<file path="config.mk">
export PLATFORM = sky130hd
export DESIGN_NAME = ciphertext_serializer_flat
export DESIGN_NICKNAME = d
export VERILOG_FILES = /design/src/rtl/ciphertext_serializer_if.sv /design/src/rtl/ciphertext_serializer.sv /design/src/flat_wrapper.sv
export SDC_FILE = /design/constraint.sdc
export NUM_CORES = 1
export LEC_CHECK = 0
export CAP_MARGIN = 20
export CELL_PAD_IN_SITES_DETAIL_PLACEMENT = 0
export CELL_PAD_IN_SITES_GLOBAL_PLACEMENT = 1
export CORE_UTILIZATION = 38
export DETAILED_ROUTE_END_ITERATION = 12
export GPL_TIMING_DRIVEN = 1
export PLACE_DENSITY_LB_ADDON = 0.25
export RECOVER_POWER = 25
export SETUP_SLACK_MARGIN = 0.5
export SLEW_MARGIN = 5
export SYNTH_ARGS = -nofsm -noshare
export SYNTH_HDL_FRONTEND = slang
export SYNTH_SLANG_ARGS = --single-unit
</file>
<file path="constraint.sdc">
create_clock -name iClk -period 2.6 [get_ports iClk]
set_clock_uncertainty 0.2 [all_clocks]
set_input_delay 0.52 -clock iClk [delete_from_list [all_inputs] [get_ports iClk]]
set_output_delay 0.52 -clock iClk [all_outputs]
set_load 0.005 [all_outputs]
</file>
<file path="src/rtl/ciphertext_serializer_if.sv">
// Byte-stream interface between the ciphertext serializer and its encryptor/pin-side neighbours.
// The master modport is the serializer's view; the slave modport is the environment's.
interface ciphertext_serializer_if #(
    parameter int unsigned MSG_SIZE = 512
);
    localparam int unsigned NUM_BYTES = MSG_SIZE / 8;
    localparam int unsigned CNT_W     = $clog2(NUM_BYTES) + 1;

    logic                iEncrypt_done;
    logic [MSG_SIZE-1:0] iCiphertext;
    logic                iReady;
    logic [7:0]          oData;
    logic                oValid;
    logic [CNT_W-1:0]    oByte_count;
    logic                oBusy;
    logic                oSend_done;

    modport master (
        input  iEncrypt_done, iCiphertext, iReady,
        output oData, oValid, oByte_count, oBusy, oSend_done
    );

    modport slave (
        output iEncrypt_done, iCiphertext, iReady,
        input  oData, oValid, oByte_count, oBusy, oSend_done
    );
endinterface

</file>
<file path="src/rtl/ciphertext_serializer.sv">
// Captures the encryptor's ciphertext once its done flag is seen and streams it out
// MSB byte first over valid/ready, then holds a sticky done until upstream done drops.
module ciphertext_serializer #(
    parameter int unsigned MSG_SIZE = 512
) (
    input logic iClk,
    input logic iRst,
    ciphertext_serializer_if.master bus
);
    localparam int unsigned NUM_BYTES = MSG_SIZE / 8;
    localparam int unsigned CNT_W     = $clog2(NUM_BYTES) + 1;

    typedef enum logic [1:0] {
        IDLE = 2'd0,
        SEND = 2'd1,
        DONE = 2'd2
    } state_t;

    state_t              state;
    state_t              stateNext;
    logic [MSG_SIZE-1:0] shiftReg;
    logic [MSG_SIZE-1:0] shiftRegNext;
    logic [7:0]          dataNext;
    logic                validNext;
    logic                busyNext;
    logic                sendDoneNext;
    logic [CNT_W-1:0]    countNext;

    // State and registered outputs.
    always_ff @(posedge iClk) begin
        if (iRst) begin
            state           <= IDLE;
            shiftReg        <= '0;
            bus.oData       <= '0;
            bus.oValid      <= 1'b0;
            bus.oByte_count <= '0;
            bus.oBusy       <= 1'b0;
            bus.oSend_done  <= 1'b0;
        end else begin
            state           <= stateNext;
            shiftReg        <= shiftRegNext;
            bus.oData       <= dataNext;
            bus.oValid      <= validNext;
            bus.oByte_count <= countNext;
            bus.oBusy       <= busyNext;
            bus.oSend_done  <= sendDoneNext;
        end
    end

    // Next state and next output values; everything holds unless a transition says otherwise.
    always_comb begin
        stateNext    = state;
        shiftRegNext = shiftReg;
        dataNext     = bus.oData;
        validNext    = bus.oValid;
        busyNext     = bus.oBusy;
        sendDoneNext = bus.oSend_done;
        countNext    = bus.oByte_count;

        case (state)
            IDLE: begin
                dataNext  = '0;
                validNext = 1'b0;
                busyNext  = 1'b0;
                if (bus.iEncrypt_done) begin
                    shiftRegNext = bus.iCiphertext;
                    dataNext     = bus.iCiphertext[MSG_SIZE-1 -: 8];
                    validNext    = 1'b1;
                    busyNext     = 1'b1;
                    countNext    = '0;
                    stateNext    = SEND;
                end
            end

            SEND: begin
                if (bus.oValid && bus.iReady) begin
                    if (bus.oByte_count == CNT_W'(NUM_BYTES - 1)) begin
                        countNext    = CNT_W'(NUM_BYTES);
                        validNext    = 1'b0;
                        dataNext     = '0;
                        busyNext     = 1'b0;
                        sendDoneNext = 1'b1;
                        stateNext    = DONE;
                    end else begin
                        // The byte on oData sits at the top of shiftReg; the next one is just below it.
                        shiftRegNext = shiftReg << 8;
                        dataNext     = shiftReg[MSG_SIZE-9 -: 8];
                        countNext    = bus.oByte_count + CNT_W'(1);
                    end
                end
            end

            DONE: begin
                validNext = 1'b0;
                if (!bus.iEncrypt_done) begin
                    sendDoneNext = 1'b0;
                    countNext    = '0;
                    stateNext    = IDLE;
                end
            end

            default: begin
                stateNext = IDLE;
            end
        endcase
    end
endmodule

</file>
<file path="src/flat_wrapper.sv">
// flat-port wrapper written by rule: the top's interface ports become plain ports
module ciphertext_serializer_flat 
#(
    parameter int unsigned MSG_SIZE = 512
)
  (iClk, iRst, bus_iEncrypt_done, bus_iCiphertext, bus_iReady, bus_oData, bus_oValid, bus_oByte_count, bus_oBusy, bus_oSend_done);
  ciphertext_serializer_if #(.MSG_SIZE(MSG_SIZE)) bus_i ();
  input logic iClk;
  input logic iRst;
  input wire logic [$bits(bus_i.iEncrypt_done)-1:0] bus_iEncrypt_done;
  input wire logic [$bits(bus_i.iCiphertext)-1:0] bus_iCiphertext;
  input wire logic [$bits(bus_i.iReady)-1:0] bus_iReady;
  output wire logic [$bits(bus_i.oData)-1:0] bus_oData;
  output wire logic [$bits(bus_i.oValid)-1:0] bus_oValid;
  output wire logic [$bits(bus_i.oByte_count)-1:0] bus_oByte_count;
  output wire logic [$bits(bus_i.oBusy)-1:0] bus_oBusy;
  output wire logic [$bits(bus_i.oSend_done)-1:0] bus_oSend_done;
  assign bus_i.iEncrypt_done = bus_iEncrypt_done;
  assign bus_i.iCiphertext = bus_iCiphertext;
  assign bus_i.iReady = bus_iReady;
  assign bus_oData = bus_i.oData;
  assign bus_oValid = bus_i.oValid;
  assign bus_oByte_count = bus_i.oByte_count;
  assign bus_oBusy = bus_i.oBusy;
  assign bus_oSend_done = bus_i.oSend_done;
  ciphertext_serializer #(.MSG_SIZE(MSG_SIZE)) u_core (.iClk(iClk), .iRst(iRst), .bus(bus_i));
endmodule
</file>
## Yosys cells after proc, flatten, opt, wreduce, memory -nomap -nowiden

Index checks and enable logic that the tools add are counted.

| cells by class | value |
|---|---|
| add/sub/neg operators | 1 |
| multipliers | 0 |
| div/mod/pow operators | 0 |
| magnitude comparators | 0 |
| eq/ne operators | 8 |
| shift-type cells | 0 |
| mux-type cells | 27 |
| bitwise operators | 0 |
| reductions and logical operators | 12 |

Operator list:

| kind | number |
|---|---|
| two-way mux 504 bit | 3 |
| case mux 504 bit (2 select lines) | 1 |
| two-way mux 7 bit | 4 |
| two-way mux 8 bit | 3 |
| case mux 7 bit (3 select lines) | 1 |
| case mux 8 bit (2 select lines) | 1 |
| AND reduction 4 bit | 4 |
| two-way mux 2 bit | 4 |
| adder 7 x 1 -> 7 bit (second input constant) | 1 |
| equality test 7 x 6 -> 1 bit (second input constant) | 1 |
| two-way mux 1 bit | 6 |
| != test 2 bit (second input constant) | 3 |
| case mux 2 bit (3 select lines) | 1 |
| AND reduction 3 bit | 2 |
| != test 2 x 1 -> 1 bit (second input constant) | 2 |
| case mux 1 bit (2 select lines) | 2 |
| nonzero test 2 bit | 2 |
| case mux 1 bit (3 select lines) | 1 |
| nonzero test 3 bit | 1 |
| equality test 2 x 1 -> 1 bit (second input constant) | 1 |
| equality test 2 bit (second input constant) | 1 |
| logical NOT 2 bit | 1 |
| AND reduction 2 bit | 1 |
| logical AND 1 bit | 1 |

| word-level totals | value |
|---|---|
| bits in registers | 524 |
| latch bits | 0 |
| RAM bits | 0 |
| memory bits (read-only) | 0 |
| output and inout bits | 18 |
| logic and storage cells | 55 |
| memories kept | 0 |

## Longest topological paths before layout

| depth | value |
|---|---|
| word-level depth | 4 |
| depth in mapped cells | 9 |
| gate-level depth less buffers | 6 |

## Worst setup path before layout

No wires, ideal clock.

| timing | value |
|---|---|
| kind | register to register |
| start point | register u_core.state[0] |
| end point | register u_core.bus.oByte_count[5] |
| library setup time | 121 ps |
| data arrival time | 1676 ps |
| required time | 2279 ps |
| setup slack | 602 ps |
| cell stages (with the launch flop) | 8 |
| cell sequence | dfxtp_1 inv_1 ha_1 buf_2 mux2_2 nor3_1 o21a_1 o21ai_0 |

| between the ends | value |
|---|---|
| word-level cells in the longest chain between the ends | 3 |
| elaborated cells on any way between the ends | 9 |

RTL lines:

| item | RTL line | text |
|---|---|---|
| from (decl) | ciphertext_serializer.sv:19 | `state_t state;` |
| from (signal assigned) | ciphertext_serializer.sv:40 | `state <= stateNext;` |
| equality test 2 bit (tied with other cells) | ciphertext_serializer.sv:60 | `case (state)` |
| != test 2 bit (no source line) (tied with other cells) | n/a |  |
| AND reduction 4 bit (no source line) | n/a |  |
| to (signal assigned) | ciphertext_serializer.sv:44 | `bus.oByte_count <= countNext;` |
| to (decl) | ciphertext_serializer_if.sv:20 | `output oData, oValid, oByte_count, oBusy, oSend_done` |

Parallel ways exist; a longest one is shown, timed or not.
A chain may end at the register's enable or synchronous reset.

## Final worst setup path

| timing | value |
|---|---|
| start point | register u_core.bus.oByte_count[0] |
| end point | register u_core.shiftReg[446] |

| between the ends | value |
|---|---|
| word-level cells in the longest chain between the ends | 3 |

RTL lines:

| item | RTL line | text |
|---|---|---|
| equality test 7 x 6 -> 1 bit | ciphertext_serializer.sv:77 | `if (bus.oByte_count == CNT_W'(NUM_BYTES - 1)) begin` |
| != test 2 bit (no source line) | n/a |  |
| AND reduction 4 bit (no source line) | n/a |  |
| to (signal assigned) | ciphertext_serializer.sv:41 | `shiftReg <= shiftRegNext;` |
| to (decl) | ciphertext_serializer.sv:21 | `logic [MSG_SIZE-1:0] shiftReg;` |

No other way between the ends.

==> flow_metrics.env <==
export IMPL_area_growth_pct=46.66
export IMPL_grt_pass1_vias=25760
export IMPL_yosys_warnings=0
export IMPL_num_rows=96
export IMPL_drv_cap=0
export IMPL_p_switching_w=0.01935
export IMPL_fp_dieW_microns=265.6
export IMPL_cell_internal_pwr_w=0.02972
export IMPL_power_density_nw_per_um2=1267
export IMPL_layout_drive_gt1_share_pct=13.62
export IMPL_hp_start="iRst"
export IMPL_timing_rr_end="u_core.shiftReg[446]$_SDFFE_PP0P_"
export IMPL_yosys_area_top_type_share_pct=39.73
export IMPL_ys_async_sr_fraction_pct=0
export IMPL_cp_arrival_ns=2.65
export IMPL_initial_core_util_pct=38.43
export IMPL_clkSinkCount=524
export IMPL_coreArea_sq_um=68710
export IMPL_antenna_found_initial=10
export IMPL_synth_commonest_cells="nor2_1 (1012), dfxtp_1 (524), a21oi_1 (517), a2bb2oi_1 (495), o21ai_0 (471)"
export IMPL_final_setup_tns_ns=0
export IMPL_crit_chain="ha_4 -> nand4b_4 -> clkbuf_1 -> o211a_4 -> buf_16 -> clkbuf_2 -> a21oi_1 -> nor2_1"
export IMPL_vias=28390
export IMPL_layout_nets=4547
export IMPL_multiInputGateArea_sq_um=14650
export IMPL_p_total_w=0.04906
export IMPL_grt_max_degree=95
export IMPL_worst_pin_slew_ns=0.4992
export IMPL_port_buffers=533
export IMPL_path_max_fanout=16
export IMPL_yosys_register_bits=524
export IMPL_ir_drop_uv=742.4
export IMPL_clk_pin_slew_ns=0.06
export IMPL_syn_instance_count=3546
export IMPL_synth_top_area_cell="dfxtp_1"
export IMPL_regArea_sq_um=10500
export IMPL_swShare_pct=39.43
export IMPL_io_pin_count=534
export IMPL_crit_path_end_kind="register"
export IMPL_gp_congestion=0.8305
export IMPL_hp_class="in2reg"
export IMPL_rrSetupSlack_ns=0.25
export IMPL_yosys_most_used_dff="dfxtp_1"
export IMPL_max_freq_mhz=426.3
export IMPL_routed_via_density=5.679
export IMPL_crit_path_start_kind="register"
export IMPL_status="complete, no violations"
export IMPL_hold_violations=0
export IMPL_drcViolationCount=0
export IMPL_yosys_cell_count_top_type="nor2_1"
export IMPL_dr_pass1_iters=5
export IMPL_drt_iter0_markers=2763
export IMPL_slew_violations=0
export IMPL_syn_num_nets=4068
export IMPL_critPathKind="reg2reg"
export IMPL_crit_reg2reg_launch="u_core.bus.oByte_count[0]$_SDFFE_PP0P_"
export IMPL_hold_path_end="u_core.shiftReg[4]$_SDFFE_PP0P_"
export IMPL_reg2regPathDepth=8
export IMPL_routedWlPerCell_microns=22.50
export IMPL_grt_pass1_wl_mm=151.2
export IMPL_rsz0062_at_grt="true"
export IMPL_cts_buffers_inserted=59
export IMPL_finalCritPeriodShare_pct=90.22
export IMPL_period_minus_slack_ns=2.346
export IMPL_htree_num_levels=2
export IMPL_postCtsHoldBufs=0
export IMPL_cpMaxStageDelayCell="dfxtp_1"
export IMPL_synth_area_leaders="dfxtp_1 (40%), a2bb2oi_1 (16%), nor2_1 (14%), a21oi_1 (9.8%), o21ai_0 (8.9%)"
export IMPL_die_area_sq_um=70540
export IMPL_yosys_cell_types_count=43
export IMPL_worstPathRequired_ns=2.91
export IMPL_dp_hpwl_mm=61.08
export IMPL_relSlewSlack_pct=66.72
export IMPL_n_fill_cell=6389
export IMPL_min_path_cells=3
export IMPL_syn_area_sq_um=26400
export IMPL_grt_remaining_overflow=0
export IMPL_ys_seq_area_share_pct=39.73
export IMPL_path_buf_inv=3
export IMPL_route_antenna_remaining_nets=0
export IMPL_p_leak_nw=15.64
export IMPL_clk_latency_ns=0.61
export IMPL_finalSetupViolCount=0
export IMPL_p_comb_share_pct=55.8
export IMPL_cts_tree="done"
export IMPL_wl_mm=112.5
export IMPL_seqPwrFrac_pct=27.5
export IMPL_avgSynthCellArea_sq_um=7.445
export IMPL_cts_root_buf="clkbuf_16"
export IMPL_die_h_microns=265.6
export IMPL_critPathMaxStageDelay_ns=0.46
export IMPL_cts_buffer_depth=3
export IMPL_p_clk_share_pct=16.7
export IMPL_synth_edff_count=0
export IMPL_crit_family="buffers and inverters"
export IMPL_track_usage_pct=27.04
-- layout make-up --
| cell class | instances | area share [%] |
|---|---|---|
| tap | 931 | 3.008 |
| clock buffer | 85 | 4.375 |
| sequential | 524 | 27.11 |
| clock inverter | 18 | 0.3942 |
| multi-input combinational | 2617 | 37.83 |
| timing repair buffer | 812 | 27.03 |
| timing repair inverter | 2 | 0.05817 |
| antenna | 2 | 0.01293 |
| inverter | 9 | 0.1810 |
-- placed cells by master, fill, tap and decap left out, types with 13 or more instances in the layout --
cell type / instances
nor2_1: 979
buf_12: 55
nor2_2: 29
dlygate4sd2_1: 15
buf_16: 57
o21ai_2: 25
a21oi_1: 432
dfxtp_1: 521
o21ai_1: 77
clkbuf_16: 110
buf_4: 52
o21ai_0: 367
nor3_1: 35
a21oi_2: 84
buf_6: 37
clkdlybuf4s50_1: 514
clkbuf_1: 16
a2bb2oi_1: 485
buf_8: 15
nand3_1: 13
-- metal layers --
| metal | global-route usage, % | vias up | part of all wire [%] |
|---|---|---|---|
| met5 | 0 | - | 0.10 |
| met4 | 8.512 | 18 | 2.9 |
| met3 | 4.231 | 188 | 6.2 |
| met2 | 43.43 | 1038 | 47 |
| met1 | 37.03 | 13650 | 44 |
| li1 | - | 13500 | - |
-- cell families (layout without fill, tap and decap cells) --
| group | count (synthesis) | in the layout | synth area share (%) |
|---|---|---|---|
| flops | 524 | 524 | 39.73 |
| mux | 2 | 2 | 0.08056 |
| simple gates | 1098 | 1098 | 16.18 |
| compound gates | 1511 | 1511 | 36.09 |
| other cells | 0 | 2 | 0 |
| buf+inv | 405 | 926 | 7.630 |
| fa+ha+maj | 6 | 6 | 0.2843 |
-- tightest hold or removal path, stage by stage --
cell and delay (ns):
buf_2 0.17, buf_4 0.23, nor2_1 0.11
-- stage by stage --
stage	util, %	cell area [sq um]	instances	hold slack [ns]	worst slack [ns]
after detailed placement	47.32	32510	4733	0.2697	0.08472
after floorplan	-	26400	3546	0.2539	0.6023
after CTS	52.43	36020	4904	0.2224	0.3950
after global placement	47.32	32510	4733	0.2608	0.1076
final	56.36	38720	5000	0.2617	0.2543
after global routing	56.35	38710	4998	0.2686	0.1572
-- power by group through the flow --
stage	Combinational [W]	Sequential, W	Clock, W
after floorplan	0.0151	0.0128	0
after global placement	0.0198	0.0134	0
after detailed placement	0.0199	0.0134	0
after CTS	0.0227	0.0133	0.00828
after global routing	0.0293	0.0138	0.00862
final	0.0274	0.0135	0.00819
-- registers in the layout, summed over array words and instances (netlist names) --
name / cells
u_core.bus.oByte_count: 7
u_core.bus.oBusy: 1
u_core.shiftReg: 504
u_core.state: 2
u_core.bus.oValid: 1
u_core.bus.oSend_done: 1
u_core.bus.oData: 8
-- how the worst max path moves through the flow --
stage,startpoint,end,slack [ns],cells after the start
after floorplan,u_core.state[0]$_SDFFE_PP0P_,u_core.bus.oByte_count[5]$_SDFFE_PP0P_,0.60,7
after global placement,bus_iEncrypt_done,u_core.shiftReg[291]$_SDFFE_PP0P_,0.11,7
after detailed placement,bus_iEncrypt_done,u_core.shiftReg[406]$_SDFFE_PP0P_,0.08,7
after CTS,u_core.state[1]$_SDFFE_PP0P_,u_core.shiftReg[323]$_SDFFE_PP0P_,0.40,10
after global routing,u_core.bus.oByte_count[0]$_SDFFE_PP0P_,u_core.shiftReg[37]$_SDFFE_PP0P_,0.16,9
final,u_core.bus.oByte_count[0]$_SDFFE_PP0P_,u_core.shiftReg[446]$_SDFFE_PP0P_,0.25,8
-- repair_timing --
action | 4_1_cts | 5_1_grt
gates cloned | 31 | 78
gates resized for setup | 162 | 347
pin swaps | 11 | 55
setup buffers | 37 | 16
endpoints found under the hold margin | 0 | 0
setup endpoints to repair | 534 | 514
Note: power is estimated with default switching activity, not from simulation.
